### src/rtl/uart_rx_frame_if.sv
// uart_rx_frame_if: groups the serial input and the frame outputs of
// uart_rx_frame into one bundle.
// Handshake: frameValid is a one-cycle strobe. setpointCh1/setpointCh2 are
// valid from the cycle frameValid is high and hold until the next accepted
// frame. frameError is a one-cycle strobe that never coincides with
// frameValid. There is no back-pressure: the receiver has no ready input.
// dbg_state mirrors the bit FSM state so checkers can observe it.
interface uart_rx_frame_if;
  logic        uart_rx;
  logic [14:0] setpointCh1;
  logic [14:0] setpointCh2;
  logic        frameValid;
  logic        frameError;
  logic [2:0]  dbg_state;

  modport master (
    output uart_rx,
    input  setpointCh1, setpointCh2, frameValid, frameError, dbg_state
  );

  modport slave (
    input  uart_rx,
    output setpointCh1, setpointCh2, frameValid, frameError, dbg_state
  );
endinterface

### src/rtl/uart_rx_frame.sv
// uart_rx_frame: 8N1 UART receiver plus 5-byte frame parser
// (ch1 hi, ch1 lo, ch2 hi, ch2 lo, 0x0A) producing two 15-bit words.
// Optional feature macro: UART_RX_TIMEOUT_EN enables an inter-byte gap
// timeout that abandons a stalled partial frame.
// dbg_state encoding: 0 IDLE, 1 START, 2 DATA, 3 STOP, 4 WAIT_HIGH.
module uart_rx_frame #(
  parameter int DELAY_FRAMES = 234,
  parameter int TIMEOUT_BITS = 16
) (
  input logic            clk,
  input logic            rst,
  uart_rx_frame_if.slave bus
);

  typedef enum logic [2:0] {
    S_IDLE      = 3'd0,
    S_START     = 3'd1,
    S_DATA      = 3'd2,
    S_STOP      = 3'd3,
    S_WAIT_HIGH = 3'd4
  } state_t;

  localparam logic [15:0] HALF_LAST = 16'(DELAY_FRAMES / 2 - 1);
  localparam logic [15:0] FULL_LAST = 16'(DELAY_FRAMES - 1);

  // Synchronizer, both stages idle high
  logic sync1_q;
  logic rx_s_q;

  // Bit FSM
  state_t      state_q, state_d;
  logic [15:0] bit_cnt_q, bit_cnt_d;
  logic [2:0]  bit_idx_q, bit_idx_d;
  logic [7:0]  shift_q, shift_d;
  logic        byte_strobe;
  logic        stop_err;

  // Frame parser
  logic [2:0]  byte_idx_q, byte_idx_d;
  logic        resync_q, resync_d;
  logic [6:0]  hi1_q, hi1_d, hi2_q, hi2_d;
  logic [7:0]  lo1_q, lo1_d, lo2_q, lo2_d;
  logic [14:0] ch1_q, ch1_d, ch2_q, ch2_d;
  logic        valid_q, valid_d;
  logic        err_q, err_d;
  logic        timeout_hit;

  // Two-stage synchronizer for the asynchronous pin
  always_ff @(posedge clk) begin
    if (rst) begin
      sync1_q <= 1'b1;
      rx_s_q  <= 1'b1;
    end else begin
      sync1_q <= bus.uart_rx;
      rx_s_q  <= sync1_q;
    end
  end

  // Bit FSM state register
  always_ff @(posedge clk) begin
    if (rst) begin
      state_q   <= S_IDLE;
      bit_cnt_q <= '0;
      bit_idx_q <= '0;
      shift_q   <= '0;
    end else begin
      state_q   <= state_d;
      bit_cnt_q <= bit_cnt_d;
      bit_idx_q <= bit_idx_d;
      shift_q   <= shift_d;
    end
  end

  // Bit FSM next state: half-bit wait to centre on the start bit, then full bits
  always_comb begin
    state_d     = state_q;
    bit_cnt_d   = bit_cnt_q;
    bit_idx_d   = bit_idx_q;
    shift_d     = shift_q;
    byte_strobe = 1'b0;
    stop_err    = 1'b0;
    case (state_q)
      S_IDLE: begin
        bit_cnt_d = '0;
        if (!rx_s_q) state_d = S_START;
      end
      S_START: begin
        if (bit_cnt_q == HALF_LAST) begin
          bit_cnt_d = '0;
          if (rx_s_q) begin
            state_d = S_IDLE;          // too short to be a start bit
          end else begin
            state_d   = S_DATA;
            bit_idx_d = '0;
          end
        end else begin
          bit_cnt_d = bit_cnt_q + 16'd1;
        end
      end
      S_DATA: begin
        if (bit_cnt_q == FULL_LAST) begin
          bit_cnt_d          = '0;
          shift_d[bit_idx_q] = rx_s_q;
          if (bit_idx_q == 3'd7) state_d = S_STOP;
          else                   bit_idx_d = bit_idx_q + 3'd1;
        end else begin
          bit_cnt_d = bit_cnt_q + 16'd1;
        end
      end
      S_STOP: begin
        if (bit_cnt_q == FULL_LAST) begin
          bit_cnt_d = '0;
          if (rx_s_q) begin
            byte_strobe = 1'b1;
            state_d     = S_IDLE;
          end else begin
            stop_err = 1'b1;
            state_d  = S_WAIT_HIGH;    // a held-low line must not retrigger
          end
        end else begin
          bit_cnt_d = bit_cnt_q + 16'd1;
        end
      end
      S_WAIT_HIGH: begin
        bit_cnt_d = '0;
        if (rx_s_q) state_d = S_IDLE;
      end
      default: state_d = S_IDLE;
    endcase
  end

`ifdef UART_RX_TIMEOUT_EN
  localparam logic [31:0] GAP_LAST = 32'(TIMEOUT_BITS * DELAY_FRAMES - 1);
  logic [31:0] gap_q;

  assign timeout_hit = (state_q == S_IDLE) && (byte_idx_q != 3'd0) &&
                       (gap_q == GAP_LAST);

  // Gap counter: idle time between bytes of a partially received frame
  always_ff @(posedge clk) begin
    if (rst) begin
      gap_q <= '0;
    end else if (state_q != S_IDLE || byte_idx_q == 3'd0 || !rx_s_q ||
                 timeout_hit) begin
      gap_q <= '0;
    end else begin
      gap_q <= gap_q + 32'd1;
    end
  end
`else
  // Without the timeout a stalled partial frame simply waits
  assign timeout_hit = 1'b0;
`endif

  // Parser registers
  always_ff @(posedge clk) begin
    if (rst) begin
      byte_idx_q <= '0;
      resync_q   <= 1'b0;
      hi1_q      <= '0;
      lo1_q      <= '0;
      hi2_q      <= '0;
      lo2_q      <= '0;
      ch1_q      <= '0;
      ch2_q      <= '0;
      valid_q    <= 1'b0;
      err_q      <= 1'b0;
    end else begin
      byte_idx_q <= byte_idx_d;
      resync_q   <= resync_d;
      hi1_q      <= hi1_d;
      lo1_q      <= lo1_d;
      hi2_q      <= hi2_d;
      lo2_q      <= lo2_d;
      ch1_q      <= ch1_d;
      ch2_q      <= ch2_d;
      valid_q    <= valid_d;
      err_q      <= err_d;
    end
  end

  // Parser next state: stage bytes, commit both words only on a good terminator
  always_comb begin
    byte_idx_d = byte_idx_q;
    resync_d   = resync_q;
    hi1_d      = hi1_q;
    lo1_d      = lo1_q;
    hi2_d      = hi2_q;
    lo2_d      = lo2_q;
    ch1_d      = ch1_q;
    ch2_d      = ch2_q;
    valid_d    = 1'b0;
    err_d      = 1'b0;
    if (stop_err) begin
      err_d      = 1'b1;
      resync_d   = 1'b1;
      byte_idx_d = '0;
    end else if (byte_strobe) begin
      if (resync_q) begin
        if (shift_q == 8'h0A) begin
          resync_d   = 1'b0;
          byte_idx_d = '0;
        end
      end else begin
        case (byte_idx_q)
          3'd0, 3'd2: begin
            if (shift_q[7]) begin
              err_d      = 1'b1;
              resync_d   = 1'b1;
              byte_idx_d = '0;
            end else begin
              if (byte_idx_q == 3'd0) hi1_d = shift_q[6:0];
              else                    hi2_d = shift_q[6:0];
              byte_idx_d = byte_idx_q + 3'd1;
            end
          end
          3'd1: begin
            lo1_d      = shift_q;
            byte_idx_d = 3'd2;
          end
          3'd3: begin
            lo2_d      = shift_q;
            byte_idx_d = 3'd4;
          end
          default: begin
            if (shift_q == 8'h0A) begin
              ch1_d   = {hi1_q, lo1_q};
              ch2_d   = {hi2_q, lo2_q};
              valid_d = 1'b1;
            end else begin
              err_d    = 1'b1;
              resync_d = 1'b1;
            end
            byte_idx_d = '0;
          end
        endcase
      end
    end else if (timeout_hit) begin
      err_d      = 1'b1;
      resync_d   = 1'b0;
      byte_idx_d = '0;
    end
  end

  assign bus.setpointCh1 = ch1_q;
  assign bus.setpointCh2 = ch2_q;
  assign bus.frameValid  = valid_q;
  assign bus.frameError  = err_q;
  assign bus.dbg_state   = state_q;

endmodule

### src/flat_wrapper.sv
// flat-port wrapper written by rule: the top's interface ports become plain ports
module uart_rx_frame_flat 
#(
  parameter int DELAY_FRAMES = 234,
  parameter int TIMEOUT_BITS = 16
)
  (clk, rst, bus_uart_rx, bus_setpointCh1, bus_setpointCh2, bus_frameValid, bus_frameError, bus_dbg_state);
  uart_rx_frame_if bus_i ();
  input logic clk;
  input logic rst;
  input wire logic [$bits(bus_i.uart_rx)-1:0] bus_uart_rx;
  output wire logic [$bits(bus_i.setpointCh1)-1:0] bus_setpointCh1;
  output wire logic [$bits(bus_i.setpointCh2)-1:0] bus_setpointCh2;
  output wire logic [$bits(bus_i.frameValid)-1:0] bus_frameValid;
  output wire logic [$bits(bus_i.frameError)-1:0] bus_frameError;
  output wire logic [$bits(bus_i.dbg_state)-1:0] bus_dbg_state;
  assign bus_i.uart_rx = bus_uart_rx;
  assign bus_setpointCh1 = bus_i.setpointCh1;
  assign bus_setpointCh2 = bus_i.setpointCh2;
  assign bus_frameValid = bus_i.frameValid;
  assign bus_frameError = bus_i.frameError;
  assign bus_dbg_state = bus_i.dbg_state;
  uart_rx_frame #(.DELAY_FRAMES(DELAY_FRAMES), .TIMEOUT_BITS(TIMEOUT_BITS)) u_core (.clk(clk), .rst(rst), .bus(bus_i));
endmodule
### config.mk
export PLATFORM = sky130hd
export DESIGN_NAME = uart_rx_frame_flat
export DESIGN_NICKNAME = d
export VERILOG_FILES = /design/src/rtl/uart_rx_frame_if.sv /design/src/rtl/uart_rx_frame.sv /design/src/flat_wrapper.sv
export SDC_FILE = /design/constraint.sdc
export NUM_CORES = 1
export LEC_CHECK = 0
export CAP_MARGIN = 30
export CORE_UTILIZATION = 54
export DETAILED_ROUTE_END_ITERATION = 8
export PLACE_DENSITY_LB_ADDON = 0.25
export SLEW_MARGIN = 20
export SYNTH_ARGS = -nofsm -noshare
export SYNTH_HDL_FRONTEND = slang
export SYNTH_SLANG_ARGS = --single-unit
### constraint.sdc
create_clock -name clk -period 3.95 [get_ports clk]
set_input_delay 1.185 -clock clk [delete_from_list [all_inputs] [get_ports clk]]
set_output_delay 1.185 -clock clk [all_outputs]
set_load 0.02 [all_outputs]
* Word-level counts from Yosys, hierarchy flattened
Index checks and enable logic that the tools add are counted.
** Storage, ports and cells
- Logic and storage cells :: 109
- Bits in writable memories :: 0
- Memories kept :: 0
- Register bits :: 98
- Bits in latches :: 0
- ROM bits :: 0
** Cells by class
- Mux-type cells :: 40
- Bitwise gates (word level) :: 6
- Multiply operators :: 0
- Shifts and indexed selects :: 0
- $add $sub $neg :: 3
- $lt $le $gt $ge :: 2
- Eq/ne operators :: 20
- Divide/modulo/power cells :: 0
- Reduce and logical (&&, ||, !) cells :: 22
** Operators with widths (count)
- $pmux W16 S3 :: 1
- $mux W3 :: 14
- $mux W16 :: 2
- $reduce_and A6 Y1 :: 3
- $add A16 B1 Y16 const B :: 1
- $eq A16 B7 Y1 const B :: 1
- $eq A16 B8 Y1 const B :: 1
- $mux W1 :: 16
- $pmux W3 S5 :: 1
- $eq A3 B2 Y1 const B :: 4
- $ne A2 B1 Y1 const B :: 5
- $reduce_and A5 Y1 :: 2
- $reduce_or A2 Y1 :: 5
- $pmux W3 S3 :: 1
- $bwmux W8 :: 1
- $eq A8 B4 Y1 const B :: 1
- $ne A2 B2 Y1 const B :: 4
- $reduce_and A4 Y1 :: 2
- $reduce_or A8 Y1 :: 1
- $add A3 B1 Y3 const B :: 2
- $eq A3 B1 Y1 const B :: 2
- $eq A3 B3 Y1 const B :: 2
- $logic_not A3 Y1 :: 2
- $not A1 Y1 :: 6
- 11 further kinds :: 13

* Longest topological paths before layout
- Depth in word-level cells :: 6
- Mapped depth :: 9
- Depth with buffers taken out :: 7

* Worst setup path before layout
No wires, ideal clock.
- Kind :: flip-flop to flip-flop
- Start :: register u_core.bit_cnt_q[11]
- End :: register u_core.byte_idx_q[1]
- Arrival time :: 2455 ps
- Buffers on the path :: 0
- Library setup time :: 71 ps
- Stages on the path, launching flop included :: 6
- Path slack :: 1424 ps
- Path through :: dfxtp_1 > or4_4 > or4_4 > a2111o_1 > or4_1 > a21oi_1
** On the way
- Cells in the longest elaborated chain, start to end :: 4
- Elaborated cells between the ends (all ways) :: 7
** Ends and longest elaborated chain
- start: declaration :: line uart_rx_frame.sv:32 : logic [15:0] bit_cnt_q, bit_cnt_d;
- start signal: assignment :: line uart_rx_frame.sv:68 : bit_cnt_q <= bit_cnt_d;
- $eq A16 B8 Y1 * :: line uart_rx_frame.sv:111 : if (bit_cnt_q == FULL_LAST) begin
- $mux W1 :: line uart_rx_frame.sv:111
- $mux W1 :: line uart_rx_frame.sv:82 : case (state_q)
- $reduce_and A2 Y1 (no source line) / $reduce_or A2 Y1 (equally long branches)
- end signal: assignment :: line uart_rx_frame.sv:169 : byte_idx_q <= byte_idx_d;
- end: declaration :: line uart_rx_frame.sv:39 : logic [2:0] byte_idx_q, byte_idx_d;
Every way passes the cells marked *; elsewhere a longest branch is shown, timed or not.
A chain may end at the register's enable or synchronous reset.

* Worst setup path in the final report
- Start :: register u_core.bit_cnt_q[11]
- End :: register u_core.lo2_q[6]
** On the way
- Cells in the longest elaborated chain, start to end :: 5
- Elaborated cells between the ends (all ways) :: 7
** Ends and longest elaborated chain
- $eq A16 B8 Y1 * :: line uart_rx_frame.sv:111
- $mux W1 :: line uart_rx_frame.sv:111
- $mux W1 :: line uart_rx_frame.sv:82
- $not A1 Y1 (no source line)
- $reduce_and A4 Y1 (no source line) *
- end signal: assignment :: line uart_rx_frame.sv:174 : lo2_q <= lo2_d;
- end: declaration :: line uart_rx_frame.sv:42 : logic [7:0] lo1_q, lo1_d, lo2_q, lo2_d;
Marks and branches as above.

==> results.toml <==
[critical_path]
setup.worst_path.end_class = "flop"
arrival_ns = 3.22
cp-start-kind = "flop"
path_delay_family = "simple AND/OR/NAND/NOR gates"
cpMaxStageDelayCell = "nor3_2"
crit_type = "reg -> reg"
cp.required_ns = 4.19
critPathBufInv = 0
worst_path_most_repeated_cell = "or4_4"
reg2reg_depth = 5
max_stage_delay_ns = 0.69
cp_max_fo = 12
crit_chain = "or4_4 -> or4_4 -> nor3_2 -> nand2_1 -> mux2i_1"
cp_num_cells = 5

[sta]
max_freq_mhz = 336
fin_crit_sh = 0.754
setup_viol = 0
timing.slew.headroom = 0.397
hold_viol = 0
tightest_slew_ns = 0.902
skew_ns = 0.0142
holdWs_ns = 0.424
fin_tns_setup_ns = 0
rsz0062_at_grt = "no"
slew_viol_final = 0
finalCriticalPeriod_ns = 2.98

[logic_synthesis]
ys_async_sr_fraction = 0
syn_inst = 481
synthDistinctLibCells = 39
synth-edff-count = 0
synth.top_cells.by_area = "dfxtp_1 47%, mux2i_1 8.2%, nand3_1 5.7%"
synth_area_leader_cell = "dfxtp_1"
avgSynthCellArea_um2 = 8.65
yosysSeqAreaShare = 0.472
synth_top_area_share = 0.472
synthesis.nets = 494
ys_warn_count = 0
netlist_area_mm2 = 0.00416
ys.flop_type = "dfxtp_1"
synth_seq_cells = 98

[routing]
drt-met1-wl_um = 4010
vias = 3419
finalWirelength_um = 8870
ant_nets = 0
drc = 0
drt_iter0_markers = 166
top_layer_used = "met4"
met3_length_um = 300
dr.pass1.iters = 4
vias_per_cell = 5.61
route.met2.wl_um = 4380
wl_per_cell_um = 14.6

[min_path]
hold_depth = 1
hold_class = "reg -> reg"

[final_layout]
n_antenna_cell = 0
stdcell_count = 609
seq_area_mm2 = 0.00196
multi_input_area_mm2 = 0.00206
syn_to_final_growth_pct = 15.4
fillers = 636
drive_gt1_frac = 0.0608
nets = 518
final_area_mm2 = 0.00480

[clock_tree]
cts_hold_buffers = 0
ctsHtreeMaxLevel = 3
post-cts-setup-buffers = 0
clk_latency_ns = 0.36
ctsLongestPathBuffers = 2
post_cts_resized = 0
root_buffer = "clkbuf_8"
cts_made_buffers = 9
cts_sinks = 98
cts.clk_slew.worst_paths_ns = 0.10
cts_tree = "built"

[placed_design]
place_hpwl_um = 6140
gp_congestion = 0.858
place_area_mm2 = 0.00459
io_buffers = 37
placed_cells = 593

[global_routing]
antenna_found_initial = 0
grt.total_usage = 0.235
grt_overflow = 0
grt_pass1_wl_um = 15500
grt_max_degree = 58
first_global_vias = 3205

[floorplanning]
num_io_pins = 38
rows = 31
dieArea_mm2 = 0.00806
fp.dieH_um = 89.8
die_x_um = 89.8
start_util = 0.567
core-area_mm2 = 0.00733

[power]
p_leak_nw = 1.78
power.density_mw_per_mm2 = 351
vdd_drop_max_mv = 0.233
finalPower_mw = 1.68

[job]
maxCapViolations = 0

[outcome]
status = "finished, final reports clean"
metal layers:
layer	vias up	GRT usage
li1	1741	-
met2	61	0.406
met5	-	0
met3	14	0.0415
met4	0	0.0847
met1	1603	0.294
final timing paths:
path / start / slack [ns] / end
worst max-delay path: u_core.bit_cnt_q[11]$_SDFFE_PP0P_ / 0.97 / u_core.lo2_q[6]$_SDFFE_PP0P_
worst max register to register: u_core.bit_cnt_q[11]$_SDFFE_PP0P_ / 0.97 / u_core.lo2_q[6]$_SDFFE_PP0P_
worst min-delay path: u_core.sync1_q$_SDFF_PP1_ / 0.42 / u_core.rx_s_q$_SDFF_PP1_
worst min register to register: u_core.sync1_q$_SDFF_PP1_ / 0.42 / u_core.rx_s_q$_SDFF_PP1_
per-stage QoR:
step	utilization	setup slack (ns)
2_1_floorplan	-	1.42
3_3_place_gp	0.625	1.11
3_5_place_dp	0.626	0.964
4_1_cts	0.655	0.980
5_1_grt	0.655	0.826
6_report	0.655	0.970
worst register-to-register path, delay by kind of cell (launching register included):
kind          cells  cell delay, ns
mux               1            0.22
simple gates      4            2.28
flops             1            0.37
area by class of cell:
| type | count | share of cell area |
|---|---|---|
| Clock inverter | 7 | 0.0175 |
| Timing Repair Buffer | 43 | 0.0863 |
| Inverter | 8 | 0.00626 |
| Multi-Input combinational cell | 345 | 0.430 |
| Sequential cell | 98 | 0.409 |
| Clock buffer | 9 | 0.0258 |
| Tap cell | 99 | 0.0258 |
flip-flops by register name, summed over array words and instances, names as in the netlist:
name and cells:
u_core.bit_cnt_q 16, u_core.bus.setpointCh1 15, u_core.bus.setpointCh2 15, u_core.lo1_q 8
u_core.lo2_q 8, u_core.shift_q 8, u_core.hi1_q 7, u_core.hi2_q 7
u_core.bit_idx_q 3, u_core.bus.dbg_state 3, u_core.byte_idx_q 3, u_core.bus.frameError 1
u_core.bus.frameValid 1, u_core.resync_q 1, u_core.rx_s_q 1, u_core.sync1_q 1
power by group:
part	total, mW	switching, mW	leakage [nW]	internal [mW]
registers	0.991	0.00244	0.789	0.989
logic	0.0260	0.0197	0.887	0.00637
clock network	0.666	0.362	0.102	0.304
total	1.68	0.384	1.78	1.30
cell usage in the layout, fill, tap and decap left out, types with 2 or more instances in the layout:
| master | Yosys | final |
|---|---|---|
| o21ai_0 | 42 | 42 |
| nor4_1 | 3 | 3 |
| a21oi_1 | 37 | 37 |
| nor2_1 | 44 | 43 |
| nand3_1 | 47 | 47 |
| or4_4 | 2 | 2 |
| nand2b_1 | 7 | 7 |
| or4_1 | 5 | 5 |
| buf_4 | 0 | 5 |
| and4_1 | 3 | 3 |
| ha_1 | 10 | 10 |
| clkbuf_8 | 0 | 9 |
| nand3b_1 | 3 | 3 |
| and3_1 | 4 | 4 |
| clkinv_4 | 0 | 2 |
| xnor2_1 | 2 | 2 |
| or2_2 | 3 | 3 |
| nand4_1 | 9 | 9 |
| dfxtp_1 | 98 | 98 |
| inv_6 | 0 | 2 |
| a22oi_1 | 3 | 3 |
| a31oi_1 | 2 | 2 |
| nand2_1 | 42 | 42 |
| nor3_1 | 10 | 9 |
| nor2b_1 | 5 | 5 |
| nand4b_1 | 2 | 2 |
| xor2_1 | 10 | 10 |
| clkdlybuf4s50_1 | 0 | 36 |
| mux2i_1 | 34 | 34 |
| and2_1 | 4 | 4 |
| inv_1 | 8 | 8 |
Yosys cell counts, drive strengths merged (5+ instances only):
cell	n
nor2	44
nand2	42
inv	8
nand4	9
nor2b	5
and3	5
mux2i	34
nor3	10
o21ai	42
clkbuf	30
nand2b	7
and2	5
xor2	10
nand3	47
or4	7
a21oi	37
ha	10
dfxtp	98
cells by family after synthesis:
logic type,count (synthesis),share of synthesized area
flops,98,0.472
mux,34,0.0818
buf+inv,38,0.0343
fa+ha+maj,10,0.0301
xor+xnor,12,0.0253
compound gates,92,0.119
simple gates,197,0.237
(Power assumes the default switching activity.)
